===== src/rtl/mem_ctrl_if.sv =====
// Request/response and byte-bus bundle of mem_ctrl.
// io_buffer_full exists only when MEM_CTRL_IO_STALL_EN is defined.
interface mem_ctrl_if #(
    parameter int unsigned ADDR_W = 32,
    parameter int unsigned DATA_W = 32
);
    logic              inst_read_flag;
    logic [ADDR_W-1:0] inst_read_addr;
    logic              inst_flag;
    logic [DATA_W-1:0] inst;
    logic              data_req;
    logic              data_we;
    logic [1:0]        data_len;
    logic [ADDR_W-1:0] data_addr;
    logic [DATA_W-1:0] data_wdata;
    logic              data_done;
    logic [DATA_W-1:0] data_rdata;
    logic [7:0]        mem_din;
    logic [7:0]        mem_dout;
    logic [ADDR_W-1:0] mem_a;
    logic              mem_wr;
`ifdef MEM_CTRL_IO_STALL_EN
    logic              io_buffer_full;
`endif

    // Controller view
    modport slave (
`ifdef MEM_CTRL_IO_STALL_EN
        input  io_buffer_full,
`endif
        input  inst_read_flag, inst_read_addr, data_req, data_we, data_len,
               data_addr, data_wdata, mem_din,
        output inst_flag, inst, data_done, data_rdata, mem_dout, mem_a, mem_wr
    );

    // Requester / RAM view
    modport master (
`ifdef MEM_CTRL_IO_STALL_EN
        output io_buffer_full,
`endif
        output inst_read_flag, inst_read_addr, data_req, data_we, data_len,
               data_addr, data_wdata, mem_din,
        input  inst_flag, inst, data_done, data_rdata, mem_dout, mem_a, mem_wr
    );
endinterface


===== src/rtl/mem_ctrl.sv =====
// Arbitrates fetch/data requests onto a byte-wide RAM bus, little-endian.
// Optional IO write stall when MEM_CTRL_IO_STALL_EN is defined.
module mem_ctrl #(
    parameter int unsigned ADDR_W = 32,
    parameter int unsigned DATA_W = 32
) (
    input  logic      clk,
    input  logic      rst,
    input  logic      rdy,
    mem_ctrl_if.slave bus
);
    localparam int unsigned CNT_W  = 3;
    localparam int unsigned BYTE_W = 8;

    typedef enum logic [2:0] {IDLE, IREAD, DREAD, DWRITE, DONE} state_t;

    state_t            state_q, state_d;
    logic [CNT_W-1:0]  cnt_q, cnt_d, nbytes_q, nbytes_d;
    logic [ADDR_W-1:0] mem_a_q, mem_a_d;
    logic [DATA_W-1:0] wdata_q, wdata_d, word_q, word_d;
    logic [DATA_W-1:0] inst_q, inst_d, rdata_q, rdata_d;
    logic [BYTE_W-1:0] dout_q, dout_d;
    logic              wr_q, wr_d, iflag_q, iflag_d, done_q, done_d;
    logic              stall_c;
    logic [CNT_W-1:0]  cnt_inc_c, dlen_bytes_c;
    logic [1:0]        rd_idx_c, wr_idx_c;

    assign cnt_inc_c    = cnt_q + CNT_W'(1);
    assign rd_idx_c     = 2'(cnt_q - CNT_W'(1));
    assign wr_idx_c     = 2'(cnt_inc_c);
    assign dlen_bytes_c = (bus.data_len == 2'd0) ? CNT_W'(1) :
                          (bus.data_len == 2'd1) ? CNT_W'(2) : CNT_W'(4);

`ifdef MEM_CTRL_IO_STALL_EN
    logic io_space_q;

    // Remember whether the latched data address lies in IO space
    always_ff @(posedge clk) begin
        if (rst) begin
            io_space_q <= 1'b0;
        end else if (rdy && state_q == IDLE && bus.data_req) begin
            io_space_q <= (bus.data_addr[17:16] == 2'b11);
        end
    end

    assign stall_c = (state_q == DWRITE) && io_space_q && bus.io_buffer_full;
`else
    assign stall_c = 1'b0;
`endif

    // Next-state and datapath
    always_comb begin
        state_d  = state_q;
        cnt_d    = cnt_q;
        nbytes_d = nbytes_q;
        mem_a_d  = mem_a_q;
        wdata_d  = wdata_q;
        word_d   = word_q;
        inst_d   = inst_q;
        rdata_d  = rdata_q;
        dout_d   = dout_q;
        wr_d     = wr_q;
        iflag_d  = 1'b0;
        done_d   = 1'b0;
        unique case (state_q)
            IDLE: begin
                if (bus.data_req) begin
                    mem_a_d  = bus.data_addr;
                    wdata_d  = bus.data_wdata;
                    nbytes_d = dlen_bytes_c;
                    cnt_d    = '0;
                    word_d   = '0;
                    if (bus.data_we) begin
                        state_d = DWRITE;
                        wr_d    = 1'b1;
                        dout_d  = bus.data_wdata[BYTE_W-1:0];
                    end else begin
                        state_d = DREAD;
                    end
                end else if (bus.inst_read_flag) begin
                    mem_a_d  = bus.inst_read_addr;
                    nbytes_d = CNT_W'(4);
                    cnt_d    = '0;
                    word_d   = '0;
                    state_d  = IREAD;
                end
            end
            IREAD, DREAD: begin
                if (state_q == IREAD && !bus.inst_read_flag) begin
                    state_d = IDLE;
                end else begin
                    // Byte for address index cnt-1 arrives one cycle after its address
                    if (cnt_q != '0) word_d[{rd_idx_c, 3'b000} +: BYTE_W] = bus.mem_din;
                    if (cnt_q == nbytes_q) begin
                        state_d = DONE;
                        if (state_q == IREAD) begin
                            iflag_d = 1'b1;
                            inst_d  = word_d;
                        end else begin
                            done_d  = 1'b1;
                            rdata_d = word_d;
                        end
                    end else begin
                        cnt_d = cnt_inc_c;
                        if (cnt_inc_c < nbytes_q) mem_a_d = mem_a_q + ADDR_W'(1);
                    end
                end
            end
            DWRITE: begin
                if (!stall_c) begin
                    if (cnt_inc_c == nbytes_q) begin
                        state_d = DONE;
                        wr_d    = 1'b0;
                        done_d  = 1'b1;
                        rdata_d = '0;
                    end else begin
                        cnt_d   = cnt_inc_c;
                        mem_a_d = mem_a_q + ADDR_W'(1);
                        dout_d  = wdata_q[{wr_idx_c, 3'b000} +: BYTE_W];
                    end
                end
            end
            DONE:    state_d = IDLE;
            default: state_d = IDLE;
        endcase
    end

    // State and output registers; rdy=0 freezes everything
    always_ff @(posedge clk) begin
        if (rst) begin
            state_q  <= IDLE;
            cnt_q    <= '0;
            nbytes_q <= '0;
            mem_a_q  <= '0;
            wdata_q  <= '0;
            word_q   <= '0;
            inst_q   <= '0;
            rdata_q  <= '0;
            dout_q   <= '0;
            wr_q     <= 1'b0;
            iflag_q  <= 1'b0;
            done_q   <= 1'b0;
        end else if (rdy) begin
            state_q  <= state_d;
            cnt_q    <= cnt_d;
            nbytes_q <= nbytes_d;
            mem_a_q  <= mem_a_d;
            wdata_q  <= wdata_d;
            word_q   <= word_d;
            inst_q   <= inst_d;
            rdata_q  <= rdata_d;
            dout_q   <= dout_d;
            wr_q     <= wr_d;
            iflag_q  <= iflag_d;
            done_q   <= done_d;
        end
    end

    assign bus.inst_flag  = iflag_q;
    assign bus.inst       = inst_q;
    assign bus.data_done  = done_q;
    assign bus.data_rdata = rdata_q;
    assign bus.mem_a      = mem_a_q;
    assign bus.mem_dout   = dout_q;
    assign bus.mem_wr     = wr_q & rdy & ~stall_c;
endmodule


===== src/flat_wrapper.sv =====
// flat-port wrapper written by rule: the top's interface ports become plain ports
module mem_ctrl_flat 
#(
    parameter int unsigned ADDR_W = 32,
    parameter int unsigned DATA_W = 32
)
  (clk, rst, rdy, bus_inst_read_flag, bus_inst_read_addr, bus_data_req, bus_data_we, bus_data_len, bus_data_addr, bus_data_wdata, bus_mem_din, bus_inst_flag, bus_inst, bus_data_done, bus_data_rdata, bus_mem_dout, bus_mem_a, bus_mem_wr);
  mem_ctrl_if #(.ADDR_W(ADDR_W), .DATA_W(DATA_W)) bus_i ();
  input  logic clk;
  input  logic rst;
  input  logic rdy;
  input wire logic [$bits(bus_i.inst_read_flag)-1:0] bus_inst_read_flag;
  input wire logic [$bits(bus_i.inst_read_addr)-1:0] bus_inst_read_addr;
  input wire logic [$bits(bus_i.data_req)-1:0] bus_data_req;
  input wire logic [$bits(bus_i.data_we)-1:0] bus_data_we;
  input wire logic [$bits(bus_i.data_len)-1:0] bus_data_len;
  input wire logic [$bits(bus_i.data_addr)-1:0] bus_data_addr;
  input wire logic [$bits(bus_i.data_wdata)-1:0] bus_data_wdata;
  input wire logic [$bits(bus_i.mem_din)-1:0] bus_mem_din;
  output wire logic [$bits(bus_i.inst_flag)-1:0] bus_inst_flag;
  output wire logic [$bits(bus_i.inst)-1:0] bus_inst;
  output wire logic [$bits(bus_i.data_done)-1:0] bus_data_done;
  output wire logic [$bits(bus_i.data_rdata)-1:0] bus_data_rdata;
  output wire logic [$bits(bus_i.mem_dout)-1:0] bus_mem_dout;
  output wire logic [$bits(bus_i.mem_a)-1:0] bus_mem_a;
  output wire logic [$bits(bus_i.mem_wr)-1:0] bus_mem_wr;
  assign bus_i.inst_read_flag = bus_inst_read_flag;
  assign bus_i.inst_read_addr = bus_inst_read_addr;
  assign bus_i.data_req = bus_data_req;
  assign bus_i.data_we = bus_data_we;
  assign bus_i.data_len = bus_data_len;
  assign bus_i.data_addr = bus_data_addr;
  assign bus_i.data_wdata = bus_data_wdata;
  assign bus_i.mem_din = bus_mem_din;
  assign bus_inst_flag = bus_i.inst_flag;
  assign bus_inst = bus_i.inst;
  assign bus_data_done = bus_i.data_done;
  assign bus_data_rdata = bus_i.data_rdata;
  assign bus_mem_dout = bus_i.mem_dout;
  assign bus_mem_a = bus_i.mem_a;
  assign bus_mem_wr = bus_i.mem_wr;
  mem_ctrl #(.ADDR_W(ADDR_W), .DATA_W(DATA_W)) u_core (.clk(clk), .rst(rst), .rdy(rdy), .bus(bus_i));
endmodule

===== config.mk =====
export PLATFORM = sky130hd
export DESIGN_NAME = mem_ctrl_flat
export DESIGN_NICKNAME = d
export VERILOG_FILES = /design/src/rtl/mem_ctrl_if.sv /design/src/rtl/mem_ctrl.sv /design/src/flat_wrapper.sv
export SDC_FILE = /design/constraint.sdc
export NUM_CORES = 1
export LEC_CHECK = 0
export ABC_CLOCK_PERIOD_IN_PS = 4000
export CAP_MARGIN = 10
export CORE_ASPECT_RATIO = 1.25
export CORE_UTILIZATION = 50
export DETAILED_ROUTE_END_ITERATION = 8
export PLACE_DENSITY = 0.85
export SETUP_SLACK_MARGIN = 0.4
export SYNTH_ARGS = -nofsm -noshare
export SYNTH_HDL_FRONTEND = slang
export SYNTH_SLANG_ARGS = --single-unit
export TNS_END_PERCENT = 20

===== constraint.sdc =====
create_clock -name clk -period 4 [get_ports clk]
set_clock_uncertainty 0.05 [all_clocks]
set_input_delay 0.4 -clock clk [delete_from_list [all_inputs] [get_ports clk]]
set_output_delay 0.4 -clock clk [all_outputs]
set_load 0.01 [all_outputs]

==> run_results.csv <==
group,metric,value,unit
cts,cts-resized-gates,0,
layout,stdcell_count,1423,
layout,diodes,0,
routing,ant_nets,0,
synthesis,synth_flop_cell,"dfxtp_1",
power_and_ir_drop,p_switching,1.33,mW
cts,cts_max_level,4,
sta,slew_headroom,21.0,%
worst_setup_path,cp-start-kind,"flip-flop",
grt,grt_max_degree,108,
synthesis,ys_seq_area_share,41.6,%
synthesis,synth_seq_cells,180,
floorplan,fp.dieArea,17800,um2
grt,grt_pass1_wl,40.5,mm
layout,seq_area,3600,um2
worst_setup_path,critPathRequiredTime,4.26,ns
floorplan,fp.dieW,120,um
power_and_ir_drop,power.density,390,nW/um2
synthesis,synth_top_area_share,41.6,%
synthesis,synthArstFlopShare,0,%
synthesis,synth_edf_count,0,
layout,final_area,11500,um2
grt,grt_pass1_vias,8145,
synthesis,synth_area_leaders,"dfxtp_1, nand2_1, nor2_1, a21oi_1, o31ai_1",
layout,syn2layout_area_growth,32.9,%
power_and_ir_drop,power_frac_comb,19.2,%
sta,fin_ws,0.748,ns
floorplan,core-area,16800,um2
min_path,min_path_type,"in -> reg",
synthesis,synth_cells,1030,
worst_setup_path,reg2reg_slack,0.75,ns
floorplan,start_util,51.4,%
synthesis,yosysWarnings,0,
status,status,"finished clean",
power_and_ir_drop,vdd_ir_drop_max,0.000279,V
cts,clock_path_buffers,2,
synthesis,syn-cell-area,8650,um2
layout,drive_gt1_share,7.32,%
grt,gr-total-overflow,0,
routing,num_vias,8709,
sta,fin_crit,3.25,ns
layout,fillers,1355,
worst_setup_path,arrival,3.52,ns
sta,grt_setup_unrepaired,"false",
worst_setup_path,reg2reg_from,"u_core.cnt_q[1]",
synthesis,synthDistinctLibCells,67,
synthesis,netlist.top_cell.by_area,"dfxtp_1",
sta,worst_pin_slew,1.18,ns
cts,cts_inserted_buffers,17,
synthesis,syn_area_per_cell,8.40,um2
cts,postCtsSetupRepairBufs,0,
power_and_ir_drop,switching_share,29.6,%
worst_setup_path,worstSetupEndpointType,"flip-flop",
sta,fmax,307,MHz
cts,clock_latency,0.43,ns
place,dp_hpwl,17.7,mm
sta,holdWs,0.402,ns
place,postPlaceCellArea,10900,um2
synthesis,synth_fp_nets,1152,
power_and_ir_drop,internal_power,3.16,mW
grt,grtUsageTotal,28.5,%
cts,clkTransAtPathRegs,0.07,ns
worst_setup_path,crit_type,"reg -> reg",
routing,drt_wl_total,26.0,mm
place,gp_congestion,0.881,
sta,tns,0,ns
floorplan,die_y,149,um
routing,via_per_inst,6.12,
place,io_buffers,218,
power_and_ir_drop,seqPwrFrac,44.0,%
floorplan,io_pins,219,
routing,firstDrtPassIters,6,
cts,cts.sinks,180,
place,placed_cells_incl_taps,1392,
sta,period_share,81.3,%
floorplan,rows,53,
layout,final_core_util,68.3,%
layout,nNetsFinal,1313,
routing,post_drt_wl_per_cell,18.3,um
routing,first_iter_violations,885,
power_and_ir_drop,power.leakage,3.89,nW
cts,postCtsHoldBufs,0,
sta,finalMaxSlewViolations,0,
grt,antenna_found_initial,0,
routing,drc,0,
layout,multi_input_area,4700,um2
cts,cts_root_buf,"clkbuf_16",
worst_setup_path,crit_path_max_fanout,26,
worst_setup_path,cp-startpoint,"u_core.cnt_q[1]",
power_and_ir_drop,power,4.49,mW
sta,setup_viol,0,
min_path,hp-start,"rst",
power_and_ir_drop,power_frac_clock,36.8,%
sta,hold_violations,0,
cts,cts_tree,"done",
flow_run,cap_violations,0,
place,dp_slack,0.816,ns
Yosys cell counts (3+ instances only):
master    count
dfxtp_1     180
nand2_1     149
nor2_1      112
clkbuf_1     69
a21oi_1      65
nand3_1      54
o31ai_1      41
a211oi_1     38
a22oi_1      33
mux2i_1      24
o41a_1       24
a31oi_1      16
nor3_1       16
o21ai_0      15
buf_1        14
mux2_2       12
buf_2        11
nand4_1      11
a311oi_1     10
ha_1         10
a22o_1        8
mux4_2        8
and3_1        7
o211ai_1      7
inv_1         6
nand2b_1      6
nor4_1        6
o41ai_1       6
and2_1        5
nor2b_1       5
o22ai_1       5
o311ai_0      5
and4_1        4
o21a_1        4
a32o_1        3
xor2_1        3
power by group through the flow:
stage	Clock [mW]	Sequential, mW	Combinational (mW)
4_1_cts	1.67	1.97	0.855
3_3_place_gp	0	2.01	0.838
2_1_floorplan	0	2.00	0.473
6_report	1.65	1.98	0.862
5_1_grt	1.76	1.98	0.931
3_5_place_dp	0	2.01	0.851
path summary, 6_finish.rpt:
path	endpoint	depth (start not counted)
max	u_core.bus.mem_a[26]	8
min	u_core.state_q[2]	2
max reg2reg	u_core.bus.mem_a[26]	8
min reg2reg	u_core.bus.data_rdata[25]	2
sequential cells by signal (all words and copies together) (netlist names):
name                   count
u_core.cnt_q               3
u_core.bus.inst           32
u_core.bus.inst_flag       1
u_core.wr_q                1
u_core.bus.data_rdata     32
u_core.bus.data_done       1
u_core.wdata_q            32
u_core.word_q             32
u_core.bus.mem_a          32
u_core.bus.mem_dout        8
u_core.state_q             3
u_core.nbytes_q            3
worst max-delay path, cell delays in order, from the launching register on:
cell	delay, ns
dfxtp_1	0.44
ha_1	0.20
xor2_1	0.19
ha_1	0.30
a21oi_1	0.12
o21ai_0	0.14
o21ai_2	0.92
nand2_1	0.36
a221o_1	0.41
cell type report:
| type | instances | share of cell area, % |
|---|---|---|
| Timing Repair Buffer | 237 | 20.1 |
| Tap cell | 220 | 2.39 |
| Clock buffer | 18 | 3.82 |
| Inverter | 7 | 0.228 |
| Multi-Input combinational cell | 748 | 40.9 |
| Sequential cell | 180 | 31.3 |
| Clock inverter | 13 | 1.22 |
per-layer routing:
| layer | GRT usage (%) | part of all wire [%] | vias to the layer above |
|---|---|---|---|
| met5 | 0 | 0 | - |
| met4 | 13.5 | 2.8 | 0 |
| met3 | 5.70 | 7.6 | 60 |
| met2 | 50.7 | 51 | 413 |
| met1 | 32.6 | 39 | 4095 |
| li1 | - | - | 4141 |
cells in the final DEF, fill, tap and decap left out, types with 7 or more instances in the layout:
cell type and instances:
o31ai_1 41, mux2_2 12, a31oi_1 16, o21ai_0 15
mux2i_1 24, buf_4 20, ha_1 10, o211ai_1 7
a22oi_1 33, dfxtp_1 180, o41a_1 24, nand4_1 11
a22o_1 8, a21oi_1 65, clkdlybuf4s50_1 216, clkbuf_16 17
a311oi_1 10, nor3_1 16, mux4_2 8, nor2_1 112
nand2_1 149, nand3_1 53, a211oi_1 38
cell families after synthesis:
| family | share of synthesized area [%] |
|---|---|
| compound gates | 25.6 |
| mux | 6.42 |
| xor+xnor | 0.405 |
| simple gates | 19.9 |
| fa+ha+maj | 1.45 |
| flops | 41.6 |
| buf+inv | 4.60 |
Note: power is estimated with default switching activity, not from simulation.
